--- config.mk ---
export PLATFORM = sky130hd
export DESIGN_NAME = uart_rx
export DESIGN_NICKNAME = d
export VERILOG_FILES = /design/src/rtl/uart_pkg.sv /design/src/rtl/uart_sync.sv /design/src/rtl/uart_rx.sv
export SDC_FILE = /design/constraint.sdc
export NUM_CORES = 1
export LEC_CHECK = 0
export ABC_AREA = 1
export CORE_MARGIN = 1
export CORE_UTILIZATION = 50
export DETAILED_ROUTE_END_ITERATION = 16
export HOLD_SLACK_MARGIN = 0.1
export PLACE_DENSITY = 0.71
export SLEW_MARGIN = 10
export SYNTH_ARGS = -nofsm -noshare
export SYNTH_HDL_FRONTEND = slang
export SYNTH_HIERARCHICAL = 1
export SYNTH_SLANG_ARGS = --single-unit
--- constraint.sdc ---
create_clock -name clk -period 2.4 [get_ports clk]
set_input_delay 0.36 -clock clk [delete_from_list [all_inputs] [get_ports clk]]
set_output_delay 0.36 -clock clk [all_outputs]
set_load 0.02 [all_outputs]
--- src/rtl/uart_pkg.sv ---
`default_nettype none
// ============================================================================
// Module      : uart_pkg
// Description : Shared UART definitions: default clock and line rate, frame
//               shape, receiver state encodings and a 2-of-3 majority helper.
// Revision    : 1.0 - initial release
// ============================================================================
package uart_pkg;

  // Board defaults, shared with the transmitter
  localparam int unsigned DEF_CLK_HZ = 12000000;
  localparam int unsigned DEF_BAUD   = 115200;

  // Frame shape: 8N1
  localparam int unsigned DATA_BITS  = 8;
  localparam int unsigned STOP_BITS  = 1;

  // Receiver states
  typedef enum logic [2:0] {
    S_WAIT  = 3'd0,
    S_IDLE  = 3'd1,
    S_START = 3'd2,
    S_DATA  = 3'd3,
    S_STOP  = 3'd4
  } rx_state_e;

  // 2-of-3 majority vote
  function automatic logic maj3(input logic a, input logic b, input logic c);
    return (a & b) | (a & c) | (b & c);
  endfunction

endpackage : uart_pkg
`default_nettype wire

--- src/rtl/uart_sync.sv ---
`default_nettype none
// ============================================================================
// Module      : uart_sync
// Description : N-flop synchronizer for an asynchronous single-bit input.
//               All stages reset to 1 so an idle-high line reads idle.
// Revision    : 1.0 - initial release
// ============================================================================
module uart_sync #(
  parameter int unsigned N = 2
) (
  input  logic clk,
  input  logic rst,
  input  logic d,
  output logic q
);

  logic [N-1:0] sync_q;
  logic [N-1:0] sync_d;

  generate
    if (N == 1) begin : g_single
      // Single stage: just capture the input
      always_comb sync_d = d;
    end else begin : g_chain
      // Shift the async input through the chain, newest in bit 0
      always_comb sync_d = {sync_q[N-2:0], d};
    end
  endgenerate

  // Synchronizer stages, reset to the idle level
  always_ff @(posedge clk) begin
    if (rst) sync_q <= '1;
    else     sync_q <= sync_d;
  end

  assign q = sync_q[N-1];

endmodule : uart_sync
`default_nettype wire

--- src/rtl/uart_rx.sv ---
`default_nettype none
// ============================================================================
// Module      : uart_rx
// Description : 8N1 UART receiver. Synchronizes rx, finds the start bit,
//               samples every bit at mid-bit, strobes good bytes and flags
//               stop-bit framing errors.
//               Optional macro UART_RX_MAJORITY_EN: each sample point uses a
//               2-of-3 majority over the last three synchronized values.
// Revision    : 1.0 - initial release
// ============================================================================
module uart_rx
  import uart_pkg::*;
#(
  parameter int unsigned CLK_HZ = DEF_CLK_HZ,
  parameter int unsigned BAUD   = DEF_BAUD
) (
  input  logic       clk,
  input  logic       rst,
  input  logic       rx,
  output logic [7:0] rx_byte,
  output logic       rx_valid,
  output logic       rx_frame_err,
  output logic       rx_busy
);

  localparam int unsigned CLKS_PER_BIT = CLK_HZ / BAUD;
  localparam int unsigned HALF_BIT     = CLKS_PER_BIT / 2;
  localparam int unsigned CNT_W        = $clog2(CLKS_PER_BIT);
  localparam int unsigned IDX_W        = $clog2(DATA_BITS);

  localparam logic [CNT_W-1:0] CNT_BIT_END  = CNT_W'(CLKS_PER_BIT - 1);
  localparam logic [CNT_W-1:0] CNT_HALF_END = CNT_W'(HALF_BIT - 1);
  localparam logic [IDX_W-1:0] IDX_LAST     = IDX_W'(DATA_BITS - 1);

  logic rx_s;
  logic sample;

  rx_state_e                state_q, state_d;
  logic [CNT_W-1:0]         cnt_q,   cnt_d;
  logic [IDX_W-1:0]         idx_q,   idx_d;
  logic [DATA_BITS-1:0]     shift_q, shift_d;
  logic [DATA_BITS-1:0]     byte_q,  byte_d;
  logic                     valid_q, valid_d;
  logic                     ferr_q,  ferr_d;
  logic                     busy_q,  busy_d;

  uart_sync #(
    .N (2)
  ) u_sync (
    .clk (clk),
    .rst (rst),
    .d   (rx),
    .q   (rx_s)
  );

`ifdef UART_RX_MAJORITY_EN
  // Two previous rx_s values; together with the current one they form the
  // three-entry window voted on at every sample point
  logic [1:0] hist_q, hist_d;

  // Shift the synchronized line into the history
  always_comb hist_d = {hist_q[0], rx_s};

  // History register, reset to idle level
  always_ff @(posedge clk) begin
    if (rst) hist_q <= 2'b11;
    else     hist_q <= hist_d;
  end

  // Majority of the window ending at the current cycle
  always_comb sample = maj3(hist_q[1], hist_q[0], rx_s);
`else
  // Plain single-sample decision
  always_comb sample = rx_s;
`endif

  // Next-state, datapath and strobe computation for the receive FSM
  always_comb begin
    state_d = state_q;
    cnt_d   = cnt_q;
    idx_d   = idx_q;
    shift_d = shift_q;
    byte_d  = byte_q;
    valid_d = 1'b0;
    ferr_d  = 1'b0;

    unique case (state_q)
      S_WAIT: begin
        // Only arm once the line is seen idle, never mid-frame or in break
        cnt_d = '0;
        if (rx_s) state_d = S_IDLE;
      end

      S_IDLE: begin
        cnt_d = '0;
        if (!rx_s) state_d = S_START;
      end

      S_START: begin
        if (cnt_q == CNT_HALF_END) begin
          cnt_d = '0;
          if (!sample) begin
            state_d = S_DATA;
            idx_d   = '0;
          end else begin
            // Start bit did not hold to mid-bit: treat as a glitch
            state_d = S_IDLE;
          end
        end else begin
          cnt_d = cnt_q + 1'b1;
        end
      end

      S_DATA: begin
        if (cnt_q == CNT_BIT_END) begin
          cnt_d   = '0;
          shift_d = {sample, shift_q[DATA_BITS-1:1]};
          idx_d   = idx_q + 1'b1;
          if (idx_q == IDX_LAST) state_d = S_STOP;
        end else begin
          cnt_d = cnt_q + 1'b1;
        end
      end

      S_STOP: begin
        if (cnt_q == CNT_BIT_END) begin
          cnt_d = '0;
          if (sample) begin
            byte_d  = shift_q;
            valid_d = 1'b1;
            state_d = S_IDLE;
          end else begin
            ferr_d  = 1'b1;
            state_d = S_WAIT;
          end
        end else begin
          cnt_d = cnt_q + 1'b1;
        end
      end

      default: begin
        state_d = S_WAIT;
        cnt_d   = '0;
      end
    endcase

    busy_d = (state_d != S_IDLE);
  end

  // Register state, datapath and outputs
  always_ff @(posedge clk) begin
    if (rst) begin
      state_q <= S_WAIT;
      cnt_q   <= '0;
      idx_q   <= '0;
      shift_q <= '0;
      byte_q  <= '0;
      valid_q <= 1'b0;
      ferr_q  <= 1'b0;
      busy_q  <= 1'b1;
    end else begin
      state_q <= state_d;
      cnt_q   <= cnt_d;
      idx_q   <= idx_d;
      shift_q <= shift_d;
      byte_q  <= byte_d;
      valid_q <= valid_d;
      ferr_q  <= ferr_d;
      busy_q  <= busy_d;
    end
  end

  assign rx_byte      = byte_q;
  assign rx_valid     = valid_q;
  assign rx_frame_err = ferr_q;
  assign rx_busy      = busy_q;

endmodule : uart_rx
`default_nettype wire

==> flow_metrics.py <==
metrics = {
    "run_status": {
        "status": "completed",
    },
    "placement": {
        "gp_congestion": 0.837,
        "dp_hpwl_mm": 1.91,
        "dp_cells": 222,
        "dp_slack_ns": 0.718,
        "port_buffers": 13,
    },
    "setup_path": {
        "crit_type": "reg -> reg",
        "reg2reg_from": "cnt_q[0]$_SDFF_PP0_",
        "rr_worst_depth": 7,
        "cp.required_ns": 2.63,
        "worstSetupStartpoint": "cnt_q[0]$_SDFF_PP0_",
        "critPathLaunchType": "register",
        "cp_data_arrival_time_ns": 1.90,
        "reg2reg_to": "rx_busy$_SDFF_PP1_",
        "critical_path.endpoint_type": "register",
        "rrSetupSlack_ns": 0.73,
        "cp-endpoint": "rx_busy$_SDFF_PP1_",
        "critical_path_peak_fanout": 14,
    },
    "floorplan": {
        "die_area_mm2": 0.00308,
        "coreArea_mm2": 0.00273,
        "std_cell_rows": 19,
        "die_height_um": 55.5,
        "initial_core_util_pct": 52.4,
        "io_pins": 14,
        "fp.dieW_um": 55.5,
    },
    "synth": {
        "ys_top_cells_by_area": "dfxtp_1, nand2_1, nand3_1, a21oi_1, nor2_1",
        "synth-main-ff-cell": "dfxtp_1",
        "yosysMostFrequentCell": "nand2_1",
        "synth_cell_types": 20,
        "ys_top_cells_by_count": "nand2_1, dfxtp_1, nand3_1",
        "syn_area_mm2": 0.00143,
        "synth_edf_count": 0,
        "ys_async_sr_fraction_pct": 0,
        "synth_seq_cells": 34,
        "syn-num-nets": 187,
        "synth_cells": 181,
        "synth_top_cell_by_area": "dfxtp_1",
        "yosys_warnings": 6,
        "ys_seq_area_share_pct": 47.6,
        "syn_area_per_cell_um2": 7.91,
        "synth_top_area_share_pct": 47.6,
    },
    "clocking": {
        "cts_sinks": 34,
        "root_buffer": "clkbuf_4",
        "cts_tree": "built",
        "cts_buffers": 5,
        "clk_path_buf_depth": 2,
        "ctsResizeCount": 0,
        "h-tree-depth": 2,
        "postCtsSetupRepairBufs": 0,
        "insertion_delay_ns": 0.34,
        "clkTransAtPathRegs_ns": 0.10,
        "hold_buffers": 0,
    },
    "timing": {
        "worstMarginPinSlew_ns": 0.347,
        "setup_viol": 0,
        "clock_skew_ns": 0.00899,
        "setup_ws_ns": 0.726,
        "fin_crit_sh_pct": 69.7,
        "fmax_mhz": 597,
        "fin_tns_setup_ns": 0,
        "grt_setup_unrepaired": "false",
        "drv_slew": 0,
        "timing.max_slew.rel_slack_pct": 76.8,
        "hold_violations": 0,
        "period_needed_ns": 1.67,
    },
    "grt": {
        "grt_max_degree": 25,
        "grt_use_total_pct": 19.8,
        "grt_pass1_vias": 1113,
        "antenna_found_initial": 0,
        "grt_pass1_wl_mm": 4.73,
        "gr-total-overflow": 0,
    },
    "final_layout": {
        "fillCellCount": 246,
        "layout.nets": 204,
        "layout-drive-gt1-share_pct": 9.55,
        "layout.cells.non_filler": 230,
        "syn_to_final_growth_pct": 14.4,
        "n_antenna_cell": 0,
    },
    "route": {
        "drt_first_pass_iters": 4,
        "ant_nets": 0,
        "viasPerCell": 5.13,
        "drc_errors": 0,
        "finalWirelength_mm": 2.68,
        "dr_total_vias": 1179,
        "drt_iter0_drc": 44,
        "post_drt_wl_per_cell_um": 11.7,
    },
    "worst_hold_path": {
        "hold_path_class": "reg -> reg",
        "hold_depth": 2,
    },
    "power": {
        "p_per_area_mw_per_mm2": 574,
        "leakagePower_nw": 0.587,
        "ir_drop_v": 0.000420,
    },
    "run": {
        "cap_violations": 0,
    },
}
[metrics by stage]
stage          total power, mW  hold WS, ns  area [um2]  utilization (%)
5_1_grt                  0.978        0.477        1640             59.9
4_1_cts                  0.950        0.430        1640             59.9
3_5_place_dp             0.628        0.398        1580             57.7
2_1_floorplan            0.613        0.387        1430                -
3_3_place_gp             0.626        0.393        1580             57.7
6_report                 0.941        0.426        1640             59.9
[registers in the layout, indices dropped and copies added (netlist names)]
name	flops
rx_frame_err	1
idx_q	3
rx_valid	1
rx_byte	8
u_sync/sync_q	2
cnt_q	7
shift_q	8
rx_busy	1
state_q	3
[worst max-delay path, stage by stage (launching register included)]
cell,delay [ns]
dfxtp_1,0.36
ha_1,0.27
nand3_2,0.12
nor2_4,0.26
buf_4,0.24
nand2_2,0.15
nand3_2,0.10
nand4_1,0.08
[cell usage in the layout (no fill, tap or decap)]
master / Yosys / routed
a21oi_1: 22 / 22
buf_4: 2 / 3
clkbuf_1: 2 / 1
clkbuf_4: 0 / 5
clkbuf_8: 0 / 1
clkdlybuf4s50_1: 0 / 13
clkinv_2: 0 / 1
dfxtp_1: 34 / 34
ha_1: 3 / 3
inv_1: 16 / 16
nand2_1: 35 / 35
nand2_2: 2 / 2
nand3_1: 26 / 26
nand3_2: 3 / 3
nand3b_1: 2 / 2
nand4_1: 4 / 4
nor2_1: 17 / 17
nor2_2: 2 / 2
nor2_4: 2 / 2
nor4_1: 1 / 1
o21ai_0: 1 / 1
xnor2_1: 1 / 1
xor2_1: 4 / 4
[cell families after synthesis]
logic type,share of synthesized area [%]
AND/OR/NAND/NOR,31.4
buffers and inverters,7.34
AO/OA/AOI/OAI,8.04
XOR/XNOR,3.06
flip-flops,47.6
adder cells (fa/ha/maj),2.62
[where the power goes]
part,switching (mW),internal [mW],leakage [nW]
registers,0.00578,0.570,0.275
logic,0.0250,0.0145,0.277
clock network,0.184,0.142,0.0353
[area by class of cell]
class	count	area (um2)	area share, %
Inverter	16	60.1	3.67
Clock inverter	1	5.00	0.306
Timing Repair Buffer	16	153	9.32
Multi-Input combinational cell	125	646	39.4
Tap cell	31	38.8	2.37
Sequential cell	34	681	41.6
Clock buffer	7	55.1	3.36
[worst min-delay path by stage]
stage	start	to	slack (ns)
floorplan	u_sync/sync_q[0]$_SDFF_PP1_	u_sync/sync_q[1]$_SDFF_PP1_	0.39
global placement	u_sync/sync_q[0]$_SDFF_PP1_	u_sync/sync_q[1]$_SDFF_PP1_	0.39
detailed placement	u_sync/sync_q[0]$_SDFF_PP1_	u_sync/sync_q[1]$_SDFF_PP1_	0.40
CTS	u_sync/sync_q[0]$_SDFF_PP1_	u_sync/sync_q[1]$_SDFF_PP1_	0.43
global route	u_sync/sync_q[0]$_SDFF_PP1_	u_sync/sync_q[1]$_SDFF_PP1_	0.48
finish	u_sync/sync_q[0]$_SDFF_PP1_	u_sync/sync_q[1]$_SDFF_PP1_	0.43
[metal layers]
| metal | wire length [um] | vias up | share of wire, % | GRT usage [%] |
|---|---|---|---|---|
| met2 | 1130 | 24 | 42 | 27.9 |
| met1 | 1400 | 521 | 52 | 27.2 |
| met5 | 0 | - | 0 | 0 |
| met3 | 108 | 6 | 4.0 | 4.92 |
| li1 | - | 628 | - | - |
| met4 | 40 | 0 | 1.5 | 11.8 |
(Power assumes the default switching activity.)
